[src/rtl/lbm_wall_addr_gen.sv]
// Perimeter-cell address sequencer for the LBM bounce-back/lid phase.
// Walks lid, bottom, left and right walls once per start, one cell per accepted handshake.
module lbm_wall_addr_gen #(
    parameter int GRID_X        = 16,
    parameter int GRID_Y        = 16,
    parameter int GRID_DIM      = GRID_X * GRID_Y,
    parameter int ADDRESS_WIDTH = $clog2(GRID_DIM),
    parameter int COUNT_WIDTH   = $clog2(2 * (GRID_X + GRID_Y))
) (
    input  logic                     Clk,
    input  logic                     Reset,
    input  logic                     start,
    input  logic                     bc_addr_iter_en,
    output logic [ADDRESS_WIDTH-1:0] wall_address,
    output logic                     wall_valid,
    output logic                     LID,
    output logic                     BOTTOM_WALL,
    output logic                     LEFT_WALL,
    output logic                     RIGHT_WALL,
    output logic [COUNT_WIDTH-1:0]   wall_count,
    output logic                     done
);

    localparam int IDX_W = $clog2(GRID_X > GRID_Y ? GRID_X : GRID_Y);

    // Terminal index of each segment; corners belong to bottom/left/right, never the lid.
    localparam logic [IDX_W-1:0] LID_LAST    = IDX_W'(GRID_X - 3);
    localparam logic [IDX_W-1:0] BOTTOM_LAST = IDX_W'(GRID_X - 1);
    localparam logic [IDX_W-1:0] SIDE_LAST   = IDX_W'(GRID_Y - 2);

    localparam logic [ADDRESS_WIDTH-1:0] LID_FIRST    = ADDRESS_WIDTH'(1);
    localparam logic [ADDRESS_WIDTH-1:0] BOTTOM_FIRST = ADDRESS_WIDTH'((GRID_Y - 1) * GRID_X);
    localparam logic [ADDRESS_WIDTH-1:0] LEFT_FIRST   = '0;
    localparam logic [ADDRESS_WIDTH-1:0] RIGHT_FIRST  = ADDRESS_WIDTH'(GRID_X - 1);
    localparam logic [ADDRESS_WIDTH-1:0] STEP_COL     = ADDRESS_WIDTH'(1);
    localparam logic [ADDRESS_WIDTH-1:0] STEP_ROW     = ADDRESS_WIDTH'(GRID_X);

    typedef enum logic [2:0] {
        S_IDLE,
        S_LID,
        S_BOTTOM,
        S_LEFT,
        S_RIGHT,
        S_DONE
    } state_t;

    state_t           state_reg;
    logic [IDX_W-1:0] seg_idx_reg;

    always_ff @(posedge Clk or posedge Reset) begin
        if (Reset) begin
            state_reg    <= S_IDLE;
            seg_idx_reg  <= '0;
            wall_address <= '0;
            wall_valid   <= 1'b0;
            LID          <= 1'b0;
            BOTTOM_WALL  <= 1'b0;
            LEFT_WALL    <= 1'b0;
            RIGHT_WALL   <= 1'b0;
            wall_count   <= '0;
            done         <= 1'b0;
        end else begin
            done <= 1'b0;
            case (state_reg)
                S_IDLE: begin
                    if (start) begin
                        state_reg    <= S_LID;
                        seg_idx_reg  <= '0;
                        wall_address <= LID_FIRST;
                        wall_valid   <= 1'b1;
                        LID          <= 1'b1;
                        wall_count   <= '0;
                    end
                end
                S_LID: begin
                    if (bc_addr_iter_en) begin
                        wall_count <= wall_count + COUNT_WIDTH'(1);
                        if (seg_idx_reg == LID_LAST) begin
                            state_reg    <= S_BOTTOM;
                            seg_idx_reg  <= '0;
                            wall_address <= BOTTOM_FIRST;
                            LID          <= 1'b0;
                            BOTTOM_WALL  <= 1'b1;
                        end else begin
                            seg_idx_reg  <= seg_idx_reg + IDX_W'(1);
                            wall_address <= wall_address + STEP_COL;
                        end
                    end
                end
                S_BOTTOM: begin
                    if (bc_addr_iter_en) begin
                        wall_count <= wall_count + COUNT_WIDTH'(1);
                        if (seg_idx_reg == BOTTOM_LAST) begin
                            state_reg    <= S_LEFT;
                            seg_idx_reg  <= '0;
                            wall_address <= LEFT_FIRST;
                            BOTTOM_WALL  <= 1'b0;
                            LEFT_WALL    <= 1'b1;
                        end else begin
                            seg_idx_reg  <= seg_idx_reg + IDX_W'(1);
                            wall_address <= wall_address + STEP_COL;
                        end
                    end
                end
                S_LEFT: begin
                    if (bc_addr_iter_en) begin
                        wall_count <= wall_count + COUNT_WIDTH'(1);
                        if (seg_idx_reg == SIDE_LAST) begin
                            state_reg    <= S_RIGHT;
                            seg_idx_reg  <= '0;
                            wall_address <= RIGHT_FIRST;
                            LEFT_WALL    <= 1'b0;
                            RIGHT_WALL   <= 1'b1;
                        end else begin
                            seg_idx_reg  <= seg_idx_reg + IDX_W'(1);
                            wall_address <= wall_address + STEP_ROW;
                        end
                    end
                end
                S_RIGHT: begin
                    if (bc_addr_iter_en) begin
                        wall_count <= wall_count + COUNT_WIDTH'(1);
                        if (seg_idx_reg == SIDE_LAST) begin
                            state_reg    <= S_DONE;
                            seg_idx_reg  <= '0;
                            wall_address <= '0;
                            wall_valid   <= 1'b0;
                            RIGHT_WALL   <= 1'b0;
                            done         <= 1'b1;
                        end else begin
                            seg_idx_reg  <= seg_idx_reg + IDX_W'(1);
                            wall_address <= wall_address + STEP_ROW;
                        end
                    end
                end
                S_DONE: begin
                    // wall_count keeps the final total until the next start
                    state_reg <= S_IDLE;
                end
                default: begin
                    state_reg <= S_IDLE;
                end
            endcase
        end
    end

endmodule

[config.mk]
export PLATFORM = sky130hd
export DESIGN_NAME = lbm_wall_addr_gen
export DESIGN_NICKNAME = d
export VERILOG_FILES = /design/src/rtl/lbm_wall_addr_gen.sv
export SDC_FILE = /design/constraint.sdc
export NUM_CORES = 1
export LEC_CHECK = 0
export CORE_AREA = 5 5 70 72
export DETAILED_ROUTE_END_ITERATION = 8
export DIE_AREA = 0 0 75 77
export GPL_ROUTABILITY_DRIVEN = 0
export HOLD_SLACK_MARGIN = 0.15
export PLACE_DENSITY = 0.71
export REMOVE_ABC_BUFFERS = 1
export SETUP_SLACK_MARGIN = 0.5
export SLEW_MARGIN = 40
export SYNTH_ARGS = -nofsm -noshare
export SYNTH_HDL_FRONTEND = slang
export SYNTH_SLANG_ARGS = --single-unit
[constraint.sdc]
create_clock -name Clk -period 4.2 [get_ports Clk]
set_clock_uncertainty 0.05 [all_clocks]
set_input_delay 0.84 -clock Clk [delete_from_list [all_inputs] [get_ports Clk]]
set_output_delay 0.84 -clock Clk [all_outputs]
set_load 0.05 [all_outputs]
==> metrics.yaml <==
drt:
  wire_per_inst_um: 14.6
  num_vias: 1409
  firstDrtPassIters: 4
  drc: 0
  drt-initial-drc-count: 112
  ant_nets: 0
  vias_per_cell: 5.50
  wirelength_um: 3750
cells_and_area:
  drive_above_1_share_pct: 6.37
  area_growth_pct: 19.1
  num-fill-cells: 417
  diodes: 0
  largest_register_ffs: 8
  final_net_count: 215
floorplanning:
  io_pins: 24
  rows: 24
  floorplan.initialDensity_pct: 37.8
  dieArea_sq_um: 5780
  die_x_um: 75
  die_h_um: 77
  core-area_sq_um: 4230
setup_path:
  startpoint_type: "primary input"
  critPathArrivalTime_ns: 2.80
  worstPathCellList: "clkdlybuf4s50_1 > mux2i_1 > mux2i_2 > nand2_1 > nor4_1 > nor2_1"
  r2r_slack_ns: 1.96
  end_kind: "flop"
  slowest_delay_ns: 0.72
  worstReg2RegEnd: "wall_address[0]"
  crit_slowest_cell: "clkdlybuf4s50_1"
  rr_startpoint: "state_reg[2]"
  critical_path_class: "primary input to flop"
  critPathMaxFanout: 14
  cp.required_ns: 4.32
  reg2reg_depth: 5
placed_design:
  dp_slack_ns: 1.06
  port_buffers: 23
  dp_hpwl_um: 2710
power:
  switching_power_mw: 0.553
  p_sw_share_pct: 48.9
  pwr-share-clk_pct: 13.6
  p_comb_share_pct: 50.2
  p_leak_nw: 0.831
  fin_total_pwr_mw: 1.13
  powerDensity_nw_per_um2: 594
  internal-power_mw: 0.578
  pwr-share-seq_pct: 36.2
  peakVddDrop_v: 0.000347
yosys:
  ys_seq_area_share_pct: 42.3
  yosys_warnings: 0
  yosys_register_bits: 27
  synth_flop_cell: "dfrtp_1"
  ys_types: 41
  avgSynthCellArea_sq_um: 8.64
  syn-cell-area_sq_um: 1600
  synthCells: 185
  synth_edf_count: 0
  synthArstFlopShare_pct: 100
clocking:
  clk_path_buf_depth: 2
  htreeDepth: 1
  path_clk_slew_ns: 0.10
  cts_buffers: 3
  cts_hold_buffers: 0
  cts_resized: 0
  postCtsSetupBuffers: 0
  clk_latency_ns: 0.28
  cts-root-buf: "clkbuf_8"
  clock_sinks: 27
  tritoncts: "yes"
timing:
  fin_crit_sh_pct: 63.7
  setup_tns_ns: 0
  hold_violations: 0
  slew_viol_final: 0
  setup_ws_ns: 1.52
  rsz0062_at_grt: "no"
  max-slew-margin-rel_pct: 50.7
  fin_crit_ns: 2.68
  worst_pin_slew_ns: 0.738
  setup_viol: 0
  max_freq_ghz: 0.374
global_routing:
  overflow: 0
  grt_pass1_wl_um: 6430
  grt_max_degree: 28
  grt_usage_pct: 13.9
  antenna_found_initial: 0
  grt_pass1_vias: 1350
worst_hold_path:
  holdPathStages: 1
  min_path_type: "flop to flop"
  hp-start: "wall_valid"
  hold_path_end: "wall_valid"
job:
  cap_viol_max_count: 0
outcome:
  status: "finished clean"
[cell type report]
type,count,area [sq um],share of cell area [%]
tap,52,65.1,3.42
sequential,27,676,35.5
clock inverter,1,5.00,0.263
clock buffer,3,41.3,2.17
inverter,7,26.3,1.38
multi-input combinational,143,861,45.2
timing repair buffer,23,230,12.1
[cell families after synthesis]
kind of cell / share of synthesized area (%)
DFF: 42.3
adders and majority gates: 4.69
buffers and inverters: 4.54
muxes: 2.58
xor gates and xnor gates: 3.29
and+or+nand+nor: 25.7
AOI/OAI and AO/OA: 17.0
[cells in the final DEF, fill, tap and decap left out, types with 2 or more instances in the layout]
master / Yosys / layout
inv_1: 7 / 6
o21ai_0: 9 / 9
ha_1: 6 / 6
nand4_1: 3 / 3
nor4_1: 2 / 2
a22oi_1: 2 / 2
mux2i_1: 3 / 2
a21oi_1: 13 / 13
nor3_1: 4 / 4
o22ai_1: 2 / 2
clkbuf_8: 0 / 3
nor2b_1: 2 / 2
nor2_1: 17 / 17
and3_1: 4 / 4
nand2_1: 27 / 27
o21ai_1: 5 / 5
nand3_1: 11 / 11
a311oi_1: 2 / 2
nor3b_2: 3 / 3
a31oi_1: 3 / 3
and2_1: 3 / 3
dfrtp_1: 27 / 27
clkdlybuf4s50_1: 0 / 23
a21o_1: 2 / 2
xor2_1: 6 / 6
[critical path, delay by kind of cell]
| kind | cells | cell delay (ns) |
|---|---|---|
| buffers and inverters | 1 | 0.72 |
| multiplexers | 2 | 0.71 |
| AND/OR/NAND/NOR | 3 | 0.53 |
[power by group through the flow]
stage               sequential [mW]  clock, mW  combinational (mW)
floorplan                     0.514          0               0.282
global placement              0.410          0               0.553
CTS                           0.407      0.160               0.563
finish                        0.409      0.154               0.568
detailed placement            0.411          0               0.561
global route                  0.422      0.167               0.626
[worst max path at each step]
stage	from	slack (ns)	to
after floorplan	bc_addr_iter_en	2.19	wall_address[0]
after global placement	bc_addr_iter_en	1.16	wall_address[0]
after detailed placement	bc_addr_iter_en	1.06	wall_address[0]
after CTS	bc_addr_iter_en	1.37	wall_address[0]
after global routing	bc_addr_iter_en	1.29	wall_address[0]
final	bc_addr_iter_en	1.52	wall_address[0]
[routing by layer]
metal,vias up,track usage [%],share of wire [%]
met2,36,21.0,44
li1,693,-,-
met4,0,4.80,1.9
met5,-,0,0
met3,7,2.22,4.8
met1,673,19.8,49
[synthesized netlist by cell type, drive strengths merged (4+ instances only)]
cell type,number,area share (%)
nor3,4,1.3
inv,7,1.6
buf,6,2.4
o21ai,14,4.4
dfrtp,27,42
nor2,17,4.0
and3,4,1.6
ha,6,4.7
nand2,27,6.3
xor2,6,3.3
a21oi,13,4.1
nand3,11,3.4
[through the flow]
stage               instances  utilization (%)  cell area, sq um  hold WS (ns)
floorplan                 177                -              1550         0.479
global placement          252             43.6              1850         0.410
detailed placement        252             43.8              1850         0.416
CTS                       256             44.9              1900         0.439
global route              256             45.0              1900         0.459
finish                    256             45.0              1900         0.433
Power figures use the tool's default switching activity.
==> variant 1 (same flow settings) <==
One comparison of `seg_idx_reg` changes from == to >=.
--- a/src/rtl/lbm_wall_addr_gen.sv
+++ b/src/rtl/lbm_wall_addr_gen.sv
@@ -120,7 +120,7 @@
                 S_RIGHT: begin
                     if (bc_addr_iter_en) begin
                         wall_count <= wall_count + COUNT_WIDTH'(1);
-                        if (seg_idx_reg == SIDE_LAST) begin
+                        if (seg_idx_reg >= SIDE_LAST) begin
                             state_reg    <= S_DONE;
                             seg_idx_reg  <= '0;
                             wall_address <= '0;
Formal check against the unedited RTL: same outputs for any inputs over 10 cycles, from zero or initial values and one cycle with Reset high; that may be too few to reach the edited logic, so the function may still have changed.
==> variant 1 against the original RTL <==
Worst hold slack got worse by 0.0051 ns. Largest cell class unchanged. Setup slack better by 0.19 ns. Highest routed layer is now met3. Power is 19% lower. Area after synthesis is 6.0% higher. Core utilization grew 2.2 points. Sequential power shrank 12%. Largest power group unchanged. Final cell count increased by 4.3%. Sequential cell count did not move. Non-clock buffer count unchanged. Wire length increased by 0.27%. Cell area rose by 4.8%.
==> variant 1: results (changes against the original RTL) <==
Clock tree
  • Longest Clk Path Bufs: 2 (unchanged)
  • Clk_lat worst skew: between 0.2 and 0.3 ns
  • Setup Fix Bufs, Post-CTS: 0 (unchanged)
  • Clock transition at path regs: 0.10 ns (about the same)
  • # H-tree levels: 1 (unchanged)
  • Number of CTS-inserted buffers: 3 (unchanged)
  • Number of gates resized after CTS: 0 (unchanged)
  • Clock root buffer: clkbuf_8

Hold path
  • Hold Path Class: register to register

Drt
  • Final WL: 3760 um (+0.27%)
  • Initial DRC count: 195 (+74%)
  • Drt first pass iters: 4 (unchanged)
  • Vias per cell: 5.54 (+0.71%)

Worst setup path
  • CP Max Fanout: 17 (+3)
  • Peak per-stage delay on the critical path: 0.69 ns (-0.03 ns)
  • Worst EP arrival: 2.61 ns (-0.19 ns)
  • Slowest CP cell: clkdlybuf4s50_1
  • Crit-path leading delay family: buffers and inverters

Logic synthesis
  • Synth async-reset ratio: 1.00 (unchanged)
  • Post-synth top cells: 28 x nand2_1, 27 x dfrtp_1, 18 x o21ai_1, 15 x nor2_1, 12 x a21oi_1
  • Synth area leaders: dfrtp_1 40%, nand2_1 6.2%, o21ai_1 5.3%
  • Number of distinct library cells after synthesis: 51 (+24%)
  • Yosys warning total: 0 (unchanged)
  • Sequential area share after synthesis: 0.399 (-0.0240)
  • Synth top area share: 0.399 (-0.0240)

GRT
  • Gr usage total: 0.135 (-0.00397)
  • Largest net degree at the start of global routing: 28 (unchanged)
  • Antenna violations before repair: 0 (unchanged)
  • First-pass GRT wire length: 6290 um (-2.1%)
  • Number of global-route vias before repair: 1,365 (+1.1%)

Placed design
  • Port Buffers: 23 (unchanged)
  • Post-DP Area: 1950 um2 (+5.2%)
  • DP Worst Slack: 1.43 ns (+0.374 ns)
  • HPWL reported at the end of detailed placement: 2760 um (+2.2%)

Timing
  • Slew @ Worst Pin: 0.559 ns (-0.179 ns)
  • Final Hold Viols: 0 (unchanged)

Power
  • Max IR drop VDD: 0.141 mV (-59%)
  • NetSw: 0.000416 W (-25%)
  • Leak Pwr: 0.821 nW (-1.2%)

Final layout
  • Max reg flops: 8 (unchanged)
  • Final nets: 226 (+5.1%)
  • Antenna Cells: 0 (unchanged)
  • Share of layout cells above drive strength 1: 0.0744 (+0.0107)

Run status
  • Status: finished clean
[variant 1: cells by family (layout without fill, tap and decap cells)]
group | count (synthesis) | count (layout) | synth area share
AND/OR/NAND/NOR | 84 | 84 | 0.255
AO/OA/AOI/OAI | 59 | 59 | 0.235
flip-flops | 27 | 27 | 0.399
buffers and inverters | 14 | 34 | 0.0391
adder cells (fa/ha/maj) | 6 | 6 | 0.0443
XOR/XNOR | 3 | 3 | 0.0155
multiplexers | 2 | 2 | 0.0125
[variant 1: layout make-up]
type                    count  area [um2]
clock buffers               4        45.0
fillers                   404        2240
well taps                  52        65.1
multi-input cells         154         953
inverters                   7        26.3
flip-flops and latches     27         676
repair buffers             23         230
[variant 1: routing by layer]
layer,track usage,vias up,part of all wire
li1,-,744,-
met1,0.194,699,0.48
met2,0.207,37,0.48
met3,0.0196,0,0.043
met4,0.0391,0,0
met5,0,-,0
[variant 1: stage by stage]
stage                util  hold slack [ns]  instances  power (W)
floorplan               -            0.456        188   0.000654
global placement    0.461            0.415        263   0.000767
detailed placement  0.461            0.417        263   0.000774
CTS                 0.471            0.429        267   0.000922
global route        0.471            0.443        267   0.000988
finish              0.471            0.428        267   0.000921
[variant 1: path summary, 6_finish.rpt]
check,from,endpoint,slack (ns),cells after the start
worst max-delay path,bc_addr_iter_en,wall_address[7]$_DFFE_PP0P_,1.72,6
worst min-delay path,wall_count[5]$_DFFE_PP0P_,wall_count[5]$_DFFE_PP0P_,0.43,1
worst max register to register,seg_idx_reg[0]$_DFFE_PP0P_,state_reg[0]$_DFFE_PP0P_,2.08,7
worst min register to register,wall_count[5]$_DFFE_PP0P_,wall_count[5]$_DFFE_PP0P_,0.43,1
max in group asynchronous,Reset,state_reg[0]$_DFFE_PP0P_,2.85,2
min in group asynchronous,Reset,wall_address[5]$_DFFE_PP0P_,0.87,2
[variant 1: power by group through the flow]
stage	logic (W)	clock network, W	registers (W)
after floorplan	0.000230	0	0.000424
after global placement	0.000404	0	0.000363
after detailed placement	0.000408	0	0.000366
after CTS	0.000410	0.000153	0.000359
after global routing	0.000454	0.000164	0.000369
final	0.000408	0.000153	0.000360
[variant 1: worst register-to-register path: stages (launching register included)]
cell	delay (ns)
dfrtp_1	0.46
inv_1	0.09
ha_1	0.20
o211ai_2	0.17
a32oi_2	0.52
nand2_2	0.22
o21ai_1	0.19
o31ai_1	0.09
==> variant 2 (same flow settings) <==
Made on the original files. Change the localparam `LEFT_FIRST` from '0 to 1.
--- a/src/rtl/lbm_wall_addr_gen.sv
+++ b/src/rtl/lbm_wall_addr_gen.sv
@@ -30,7 +30,7 @@
 
     localparam logic [ADDRESS_WIDTH-1:0] LID_FIRST    = ADDRESS_WIDTH'(1);
     localparam logic [ADDRESS_WIDTH-1:0] BOTTOM_FIRST = ADDRESS_WIDTH'((GRID_Y - 1) * GRID_X);
-    localparam logic [ADDRESS_WIDTH-1:0] LEFT_FIRST   = '0;
+    localparam logic [ADDRESS_WIDTH-1:0] LEFT_FIRST   = 1;
     localparam logic [ADDRESS_WIDTH-1:0] RIGHT_FIRST  = ADDRESS_WIDTH'(GRID_X - 1);
     localparam logic [ADDRESS_WIDTH-1:0] STEP_COL     = ADDRESS_WIDTH'(1);
     localparam logic [ADDRESS_WIDTH-1:0] STEP_ROW     = ADDRESS_WIDTH'(GRID_X);
Formal check against the unedited RTL: same outputs for any inputs over 10 cycles, from zero or initial values and one cycle with Reset high; that may be too few to reach the edited logic, so the function may still have changed.
==> variant 2 against the original RTL <==
Core utilization is 2.1 points higher. Register-to-register slack better by 0.13 ns. Sequential cell count stayed put. Sequential share of layout area is 1.6 points lower. First-iteration DRC count is 27% lower. Highest routed layer unchanged. Largest power group unchanged. Power is 2.8% higher. Sequential power is 3% higher. Largest cell class unchanged. Synthesized cell count is 2.2% lower. Setup slack better by 0.17 ns. Area after synthesis is 5.9% higher. Wire length is 0.83% lower. Cell area is 4.7% higher. Critical path type is now register to output port. Worst hold slack worse by 0.0019 ns.
==> variant 2: results (changes against the original RTL) <==
Logic synthesis
  • Synth Area in Compound Gates: 0.196 (+0.0259)
  • Synth area leaders: dfrtp_1 40%, ha_1 4.4%, nand2_1 4.4%
  • Sequential area share after synthesis: 0.399 (-0.0237)
  • Yosys warning total: 0 (unchanged)
  • Post-Synth Adder-Cell Area: 0.0443 (-0.00264)
  • Xor/xnor cell area share of the yosys netlist: 0.0362 (+0.00333)
  • Number of distinct library cells after synthesis: 50 (+22%)
  • Post-synth top cells: 27 x dfrtp_1, 20 x nand2_1, 10 x nor2_1, 10 x o21ai_0
  • Mux cell area share after synthesis: 0.0347 (+0.00889)

Power
  • Sw frac: 0.472 (-0.0171)
  • Combinational power: 0.000589 W (+3.7%)
  • Max IR drop VDD: 0.342 mV (-1.4%)
  • Leak Pwr: 0.836 nW (+0.61%)
  • Clock power frac: 0.130 (-0.006)

Final layout
  • Fraction of area in multi-input gates: 0.475 (+0.0232)
  • Share of layout cells above drive strength 1: 0.0945 (+0.0308)
  • Final nets: 212 (-1.4%)
  • Inverters: 7 (unchanged)
  • Buffer share of cell area: 0.116 (-0.00539)
  • Plain + repair buffers: 23 (unchanged)
  • Max reg flops: 8 (unchanged)
  • Seq area share: 0.339 (-0.0158)
  • Antenna Cells: 0 (unchanged)
  • Clk cell area share: 0.0245 (+0.000172)
  • #MultiIn Comb: 140 (-2.1%)
  • FILL cells: 393 (-5.8%)
  • Seq cells: 27 (unchanged)

Worst setup path
  • Crit path to: wall_address[0]
  • CP Max Fanout: 7 (-7)
  • R2r endpoint: state_reg[0]$_DFFE_PP0P_
  • Reg2reg start: state_reg[0]$_DFFE_PP0P_
  • Worst reg2reg setup slack: 2.09 ns (+0.13 ns)
  • Worst EP arrival: 1.61 ns (-1.19 ns)
  • Peak per-stage delay on the critical path: 0.85 ns (+0.13 ns)
  • Crit path launch: wall_address[0]$_DFFE_PP0P_

Clock tree
  • Number of CTS-inserted buffers: 3 (unchanged)
  • Clk_lat worst skew: approximately 0.27 ns
  • Number of gates resized after CTS: 0 (unchanged)
  • Clock root buffer: clkbuf_8
  • Setup Fix Bufs, Post-CTS: 0 (unchanged)
  • Clock transition at path regs: about 0.09 ns
  • Longest Clk Path Bufs: 2 (unchanged)

Drt
  • Final WL: 3720 um (-0.83%)
  • Vias per cell: 5.55 (+0.83%)
  • Initial DRC count: 82 (-27%)

GRT
  • Number of global-route vias before repair: 1,381 (+2.3%)
  • First-pass GRT wire length: 6680 um (+3.9%)
  • Gr usage total: 0.144 (+0.00489)

Timing
  • Slew @ Worst Pin: 0.585 ns (-0.153 ns)
  • Final hold slack: 0.431 ns (-0.00185 ns)

Placed design
  • Post-DP Area: 1940 um2 (+4.9%)
  • HPWL reported at the end of detailed placement: 2770 um (+2.5%)

Run status
  • Status: finished clean

Hold path
  • Hold EP: LID$_DFFE_PP0P_
  • HP Start: LID$_DFFE_PP0P_
## variant 2: cell count changes in the layout (fill, tap and decap cells not counted), sizes merged, moves of 3 or more
cell	before	now
nor3	4	1
nand2b	1	5
nand2	27	20
nor2	17	13
nand3b	0	4
a21oi	13	10
## variant 2: worst reg2reg max path, cell delays in order (launching register included)
cell and delay [ns]:
dfrtp_1 0.59, or3b_4 0.50, a21oi_4 0.30, nor2_2 0.10, nand4_1 0.14, mux2_1 0.33
## variant 2: metal layers
layer / part of all wire / global-route usage
met1: 0.48 / 0.217
met2: 0.47 / 0.214
met3: 0.036 / 0.0170
met4: 0.010 / 0.0391
met5: 0 / 0
## variant 2: stage by stage
stage | power [W] | cells | util | setup WS (ns)
after floorplan | 0.000843 | 174 | - | 2.32
after global placement | 0.00101 | 249 | 0.459 | 1.55
after detailed placement | 0.00102 | 249 | 0.459 | 1.53
after CTS | 0.00117 | 253 | 0.471 | 1.69
after global routing | 0.00125 | 253 | 0.471 | 1.65
final | 0.00116 | 253 | 0.471 | 1.70
